<file path="config.mk">
export PLATFORM = sky130hd
export DESIGN_NAME = serial_rx_sync
export DESIGN_NICKNAME = d
export VERILOG_FILES = /design/src/rtl/serial_rx_sync.sv
export SDC_FILE = /design/constraint.sdc
export NUM_CORES = 1
export LEC_CHECK = 0
export CORE_UTILIZATION = 55
export CTS_CLUSTER_DIAMETER = 50
export CTS_CLUSTER_SIZE = 30
export DETAILED_ROUTE_END_ITERATION = 12
export GPL_TIMING_DRIVEN = 0
export PLACE_DENSITY = 0.79
export SLEW_MARGIN = 25
export SYNTH_ARGS = -nofsm -noshare
export SYNTH_HDL_FRONTEND = slang
export SYNTH_SLANG_ARGS = --single-unit
</file>
<file path="constraint.sdc">
create_clock -name clk_32f -period 3.8 [get_ports clk_32f]
set_clock_uncertainty 0.2 [all_clocks]
set_input_delay 0.38 -clock clk_32f [delete_from_list [all_inputs] [get_ports clk_32f]]
set_output_delay 0.38 -clock clk_32f [all_outputs]
set_load 0.03 [all_outputs]
</file>
<file path="src/rtl/serial_rx_sync.sv">
// rtl/serial_rx_sync.sv - serial lane receiver: comma hunt, byte alignment, MSB-first deserializer
`timescale 1ns/1ps
module serial_rx_sync #(
  parameter logic [7:0] COMMA     = 8'hBC,
  parameter int         COM_COUNT = 4
) (
  input  logic       clk_32f,
  input  logic       reset,
  input  logic       serial_in,
  output logic [7:0] data_out,
  output logic       valid_out,
  output logic       byte_strobe,
  output logic       active
);

  typedef enum logic [1:0] {SEARCH, ALIGN, ACTIVE} state_t;

  localparam logic [3:0] COM_TARGET = 4'(COM_COUNT);

  state_t     state, state_nxt;
  logic [7:0] sr, sr_next;
  logic [2:0] bit_cnt, bit_cnt_nxt;
  logic [3:0] comma_cnt, comma_cnt_nxt;
  logic [7:0] data_nxt;
  logic       valid_nxt, strobe_nxt;
  logic       is_comma, boundary;

  assign sr_next  = {sr[6:0], serial_in};
  assign is_comma = (sr_next == COMMA);
  assign boundary = (bit_cnt == 3'd7);

  always_ff @(posedge clk_32f or negedge reset) begin
    if (!reset) state <= SEARCH;
    else        state <= state_nxt;
  end

  // Once ACTIVE the link stays locked; only reset re-enters the hunt.
  always_comb begin
    state_nxt     = state;
    bit_cnt_nxt   = bit_cnt;
    comma_cnt_nxt = comma_cnt;
    case (state)
      SEARCH: begin
        if (is_comma) begin
          bit_cnt_nxt   = 3'd0;
          comma_cnt_nxt = 4'd1;
          state_nxt     = (COM_COUNT == 1) ? ACTIVE : ALIGN;
        end
      end
      ALIGN: begin
        bit_cnt_nxt = bit_cnt + 3'd1;
        if (boundary) begin
          if (is_comma) begin
            comma_cnt_nxt = comma_cnt + 4'd1;
            if (comma_cnt + 4'd1 == COM_TARGET) state_nxt = ACTIVE;
          end else begin
            comma_cnt_nxt = 4'd0;
            state_nxt     = SEARCH;
          end
        end
      end
      ACTIVE:  bit_cnt_nxt = bit_cnt + 3'd1;
      default: state_nxt = SEARCH;
    endcase
  end

  always_comb begin
    data_nxt   = data_out;
    valid_nxt  = valid_out;
    strobe_nxt = 1'b0;
    active     = (state == ACTIVE);
    if (state == ACTIVE && boundary) begin
      data_nxt   = sr_next;
      valid_nxt  = !is_comma;
      strobe_nxt = 1'b1;
    end
  end

  always_ff @(posedge clk_32f or negedge reset) begin
    if (!reset) begin
      sr          <= 8'h00;
      bit_cnt     <= 3'd0;
      comma_cnt   <= 4'd0;
      data_out    <= 8'h00;
      valid_out   <= 1'b0;
      byte_strobe <= 1'b0;
    end else begin
      sr          <= sr_next;
      bit_cnt     <= bit_cnt_nxt;
      comma_cnt   <= comma_cnt_nxt;
      data_out    <= data_nxt;
      valid_out   <= valid_nxt;
      byte_strobe <= strobe_nxt;
    end
  end

endmodule

</file>
After elaboration in Yosys (flattened, before gate mapping)
Index checks and enable logic that the tools add are counted.

Input bits: 3. Bits in registers: 26. Output and inout port bits: 11.

Mux-type cells: 12. Reduce and logical (&&, ||, !) cells: 9. Add/sub/neg operators: 2. Equality and inequality tests: 8. Bitwise operators: 1.

Operator list (count): $mux 4 (3); $eq 8x8->1 const B (1); $mux 2 (4); $pmux 4 s2 (1); $pmux 2 s3 (1); $pmux 3 s2 (1); $add 4x1->4 const B (1); $eq 4x3->1 const B (1); $ne 2x2->1 const B (2); $reduce_and 4->1 (1); $reduce_bool 2->1 (2); $add 3x1->3 const B (1); $eq 3x3->1 const B (1); $mux 3 (1); $ne 3x3->1 const B (1); $reduce_and 3->1 (1); $eq 2x1->1 const B (1); $eq 2x2->1 const B (1); $logic_not 2->1 (1); $reduce_and 2->1 (1); $reduce_or 2->1 (1); $logic_and 1x1->1 (1); $logic_not 1->1 (1); $mux 1 (1); $not 1->1 (1).

Logic depth before layout (Yosys ltp)
Gate-level depths: netlist of the first run.

Word-level depth: 6. Gate-level depth with buffers: 6. Depth with buffers taken out: 6.

Worst setup path after synthesis of the first run
No wires, ideal clock.

Kind: register -> register. From: register sr[5]. To: register bit_cnt[0]. Clock period less this slack: 2018 ps. Buffers on the path: 1. Arrival time: 1691 ps. Cell stages (with the launch flop): 6. Slack: 1782 ps. Library setup time: 127 ps. Data required time: 3473 ps. Cell sequence: dfrtp_1 > or4b_1 > buf_2 > o21ai_2 > and2b_2 > mux2_1.

Word-level cells in the longest chain between the ends: 3.

RTL lines: start: declaration (line 21) `logic [7:0] sr, sr_next;`; start signal: assignment (line 88) `sr <= sr_next;`; $eq 8x8->1 (line 29) `assign is_comma = (sr_next == COMMA);`; $ne 2x2->1 (no line); $reduce_and 2->1 (no line); end signal: assignment (line 89) `bit_cnt <= bit_cnt_nxt;`; end: declaration (line 22) `logic [2:0] bit_cnt, bit_cnt_nxt;`.

Every way passes these cells. A chain may end at the register's enable or synchronous reset.

Final worst setup path of the first run
From: register state[0]. To: output port active.

Word-level cells in the longest chain between the ends: 1.

RTL lines: start: declaration (line 20) `state_t state, state_nxt;`; start signal: assignment (line 34) `else state <= state_nxt;`; $eq 2x2->1 (line 71) `active = (state == ACTIVE);`; end: declaration (line 13) `output logic active`.

Every way passes these cells.

==> results of run 1 <==
per-stage QoR:
stage | utilization | cell area (um^2)
2_1_floorplan | - | 1200
3_3_place_gp | 0.684 | 1370
3_5_place_dp | 0.681 | 1360
4_1_cts | 0.713 | 1430
5_1_grt | 0.713 | 1430
6_report | 0.713 | 1430
per-layer routing:
metal	GRT usage	routed length [um]	vias up
met4	0.0637	22	0
met1	0.281	1010	414
met2	0.331	1080	13
met3	0.0280	51	4
li1	-	-	392
met5	0	0	-
placed cells by master, fill, tap and decap left out, drive strengths merged, types with 2 or more instances in the layout:
| master | count |
|---|---|
| dfrtp | 26 |
| clkdlybuf4s50 | 12 |
| inv | 9 |
| mux2 | 9 |
| ha | 8 |
| nand2 | 5 |
| a21oi | 4 |
| o31ai | 4 |
| a22o | 4 |
| clkbuf | 4 |
| nor2b | 3 |
| o21ai | 3 |
| buf | 2 |
| mux2i | 2 |
| and3 | 2 |
cell type report:
cell class,instances,area (um^2),area share
Buffer,2,8.76,0.00614
Clock buffer,3,22.5,0.0158
Clock inverter,1,30.0,0.0211
Inverter,9,33.8,0.0237
Multi-Input combinational cell,61,512,0.359
Sequential cell,26,651,0.456
Tap cell,27,33.8,0.0237
Timing Repair Buffer,14,135,0.0947
power by group:
group	switching [W]	internal [W]	total [W]	leakage, nW
Combinational	0.0000334	0.0000214	0.0000548	0.307
Sequential	0.0000116	0.000294	0.000305	0.333
Clock	0.0000842	0.000107	0.000191	0.0279
Total	0.000129	0.000422	0.000551	0.668
timing repair:
| item | in CTS | in global routing |
|---|---|---|
| endpoints found under the hold margin | 26 | 0 |
| resized for setup | 0 | 0 |
| hold buffers | 1 | 0 |
worst min path at each step:
stage / from / slack [ps] / depth (start not counted) / endpoint
3_3_place_gp: sr[0] / 180 / 0 / sr[1]
3_5_place_dp: sr[1] / 190 / 0 / sr[2]
4_1_cts: sr[1] / 220 / 0 / sr[2]
5_1_grt: sr[1] / 240 / 0 / sr[2]
2_1_floorplan: reset / -120 / 0 / bit_cnt[0]
6_report: sr[1] / 220 / 0 / sr[2]
registers in the layout, summed over array words and instances (netlist names):
register     flops
data_out         8
sr               7
comma_cnt        4
bit_cnt          3
state            2
byte_strobe      1
valid_out        1
cells by family after synthesis:
family,Yosys count,share of synthesized area
simple gates,20,0.108
fa+ha+maj,8,0.0831
flops,26,0.540
mux,11,0.101
compound gates,22,0.133
buf+inv,11,0.0353
==> flow_summary.ini, run 1 <==
[power_and_ir_drop]
p_total_w = 0.000551
cellPowerDensity_mw_per_mm2 = 386
power.leakage_nw = 0.668
irDropWorstVdd_uv = 305

[sta]
fin_crit_sh = 0.627
relSlewSlack = 0.624
setup_slack_ps = 1420
hold_viol = 0
min_period_ps = 2380
rsz0062_at_grt = false
drv_slew = 0
hold_slack_ps = 220
fmax_ghz = 0.420
final.setup.tns_ps = 0
setup_violations = 0
worst_slew_pin_slew_ps = 564

[global_route]
gr-total-overflow = 0
antenna_found_initial = 0
grt_pass1_wl_mm = 3.67
grtUsageTotal = 0.202
grt_pass1_vias = 792
grt_max_degree = 27

[synthesis]
synth.most_common_cell = dfrtp_1
syn_nets = 109
synth.cells.most_frequent = dfrtp_1, inv_1, ha_1, mux2_2, nand2_1
async_flop_share = 1.00
yosysTopAreaCellShare = 0.540
synth_seq_area_share = 0.540
yosys-top-cells-area = dfrtp_1, ha_1, mux2_2
synth-seq-cells = 26
synth_area_mm2 = 0.00120
synth_flop_cell = dfrtp_1
synthDistinctLibCells = 34
avgSynthCellArea_um2 = 12.3
yosysWarnings = 0
synth_enable_flop_cells = 0
synth_top_cell_by_area = dfrtp_1
syn_inst = 98

[setup_path]
required_ps = 3220
end_kind = primary output
crit_family = buffers and inverters
path_cells = inv_1 -> ha_1 -> clkdlybuf4s50_1
path_class = flip-flop to primary output
critPathBufInv = 2
critPathLaunch = state[0]
crit_arrival_ps = 1800
critPathMaxStageDelay_ps = 680
rr_startpoint = sr[5]
cp_slowest_cell = clkdlybuf4s50_1
worst_setup_path_start_kind = flip-flop
critPathCapture = active
cp.depth = 3
worstReg2RegEnd = bit_cnt[0]
r2r_setup_slack_ps = 1610
reg2reg_depth = 5
worstPathMaxFanout = 4

[cts]
clk_pin_slew_ps = 150
cts_tree = built
clock_latency_ps = 330
clock-sinks = 26
post-cts-setup-buffer-count = 0
htreeDepth = 1
clockBufferDepth = 2
numCtsBuffers = 3
cts_root_buf = clkbuf_4

[layout]
layout-area-overhead-vs-synth_pct = 18.4
nFillCells = 145
drive_gt1_frac = 0.147
final_nets = 128
final_cells = 143
diodes = 0

[placement]
io_buffers = 13
dp_hpwl_mm = 1.55
place_ws_ps = 1260
gp_congestion = 0.802
placed_cells = 138

[die]
placementRows = 16
dieHeight_um = 48.8
initial_core_util = 0.602
core_mm2 = 0.00200
dieWidth_um = 48.8
num_io_pins = 14
dieArea_mm2 = 0.00238

[detailed_routing]
vias = 823
drtPass1Iterations = 4
drt-total-wl_mm = 2.17
drtIter0Drc = 11
ant_nets = 0
drc = 0
wl_per_cell_um = 15.1
viasPerCell = 5.76

[worst_hold_path]
hp-class = flip-flop to flip-flop

[run]
maxCapViolCount = 0

[status]
status = completed
No activity file was read; power rests on OpenSTA's default activity.
==> run 2, diff against run 1 <==
--- a/config.mk
+++ b/config.mk
@@ -5,12 +5,12 @@
 export SDC_FILE = /design/constraint.sdc
 export NUM_CORES = 1
 export LEC_CHECK = 0
-export CORE_UTILIZATION = 55
+export CORE_UTILIZATION = 54
 export CTS_CLUSTER_DIAMETER = 50
 export CTS_CLUSTER_SIZE = 30
 export DETAILED_ROUTE_END_ITERATION = 12
 export GPL_TIMING_DRIVEN = 0
-export PLACE_DENSITY = 0.79
+export PLACE_DENSITY = 0.77
 export SLEW_MARGIN = 25
 export SYNTH_ARGS = -nofsm -noshare
 export SYNTH_HDL_FRONTEND = slang
==> constraint.sdc (replaced) <==
create_clock -name clk_32f -period 2.3 [get_ports clk_32f]
set_clock_uncertainty 0.2 [all_clocks]
set_input_delay 0.23 -clock clk_32f [delete_from_list [all_inputs] [get_ports clk_32f]]
set_output_delay 0.23 -clock clk_32f [all_outputs]
set_load 0.03 [all_outputs]
==> run 2 against run 1 <==
Against the previous run: critical path depth did not move; critical path type unchanged; sequential power rose by 65%; register-to-register slack got worse by 1500 ps; sequential cell count did not move; worst setup slack got worse by 1300 ps; via count fell by 2.6%; combinational power rose by 62%; final area did not move.
==> flow_summary.ini, run 2 (synthesized netlist as in run 1, its figures left out) <==
[status]
status = completed

[power_and_ir_drop]
irDropWorstVdd_uv = 499
cellPowerDensity_mw_per_mm2 = 630
power.leakage_nw = 0.668

[layout]
largest_reg_flops = 8
layout-area-overhead-vs-synth_pct = 18.4
multiInputGateArea_um2 = 512
diodes = 0
top_regs = data_out x8, sr x7, comma_cnt x4
final_common_cell = dfrtp_1
drive_gt1_frac = 0.147
final_cells = 143
final_nets = 128
layout_common_cells = dfrtp_1, clkdlybuf4s50_1, inv_1
regMostFlops = data_out
nFillCells = 148
seqCellArea_um2 = 651

[placement]
place_ws_ps = -98.2
dp_hpwl_mm = 1.44
placed_cells = 138
io_buffers = 13
gp_congestion = 0.767

[sta]
min_period_ps = 2200
fmax_ghz = 0.455
fin_crit_sh = 0.955
hold_viol = 0
rsz0062_at_grt = false
setup_slack_ps = 104
worst_slew_pin_slew_ps = 563
setup_violations = 0
relSlewSlack = 0.625
drv_slew = 0

[global_route]
grt_max_degree = 27
antenna_found_initial = 0
gr-total-overflow = 0
grt_pass1_vias = 808
grt_pass1_wl_mm = 3.67
grtUsageTotal = 0.201

[setup_path]
required_ps = 1870
reg2reg_depth = 5
worstPathMaxFanout = 4
end_kind = primary output
worst_setup_path_start_kind = flip-flop
worstReg2RegEnd = bit_cnt[0]
rr_startpoint = sr[5]
crit_arrival_ps = 1770
r2r_setup_slack_ps = 140
path_class = flip-flop to primary output

[die]
core_mm2 = 0.00202
dieWidth_um = 49.2
dieArea_mm2 = 0.00242
initial_core_util = 0.596
placementRows = 16
num_io_pins = 14
dieHeight_um = 49.2

[cts]
numCtsBuffers = 3
clockBufferDepth = 2
cts_root_buf = clkbuf_4
clock_latency_ps = 320
clk_pin_slew_ps = 140
htreeDepth = 1
clock-sinks = 26
cts_tree = built

[detailed_routing]
drc = 0
drtIter0Drc = 20
ant_nets = 0
viasPerCell = 5.61
drt-total-wl_mm = 2.03
vias = 802
wl_per_cell_um = 14.2
drtPass1Iterations = 4

[run]
maxCapViolCount = 0

[worst_hold_path]
hold_path_end = sr[0]
hold_start = serial_in
hold_depth = 1
hp-class = input pin to flip-flop
-- run 2: timing repair --
item	in CTS	in global routing
endpoints found under the hold margin	26	0
setup buffers	0	0
setup endpoints to repair	0	0
gates resized for setup	0	0
hold buffers	1	0
-- run 2: metrics by stage --
stage                util  cell area [um^2]  power [W]  hold slack, ps  TNS (ps)
finish              0.705              1430   0.000899             201         0
global route        0.705              1430   0.000947             209         0
CTS                 0.705              1430   0.000908             197         0
detailed placement  0.675              1360   0.000601            49.0     -98.2
global placement    0.677              1370   0.000598             182     -86.4
floorplan               -              1200   0.000570            -266         0
-- run 2: per-layer routing --
| metal | track usage | wire length, um |
|---|---|---|
| met1 | 0.264 | 959 |
| met5 | 0 | 0 |
| met3 | 0.0343 | 79 |
| met4 | 0.0784 | 14 |
| met2 | 0.329 | 978 |
-- run 2: power breakdown --
| part | internal [W] | leakage (nW) | total [W] | switching [W] |
|---|---|---|---|---|
| sequential | 0.000485 | 0.333 | 0.000503 | 0.0000179 |
| combinational | 0.0000354 | 0.307 | 0.0000886 | 0.0000532 |
| clock | 0.000176 | 0.0279 | 0.000307 | 0.000131 |
-- run 2: worst max path at each step --
stage,startpoint,endpoint,slack (ps),depth (start not counted)
after floorplan,sr[5],bit_cnt[0],280,5
after global placement,serial_in,bit_cnt[0],-90,6
after detailed placement,serial_in,bit_cnt[0],-100,6
after CTS,state[0],active,90,3
after global routing,state[0],active,30,3
final,state[0],active,100,3
-- run 2: final cells by class --
type                       instances  area share
multi-input combinational         61       0.359
sequential                        26       0.456
inverter                           9      0.0237
tap                               27      0.0237
clock inverter                     1      0.0211
clock buffer                       3      0.0158
buffer                             2     0.00614
timing repair buffer              14      0.0947
-- run 2: worst max-delay path, stage by stage (launching register included) --
cell	delay (ps)
dfrtp_1	440
inv_1	110
ha_1	210
clkdlybuf4s50_1	680
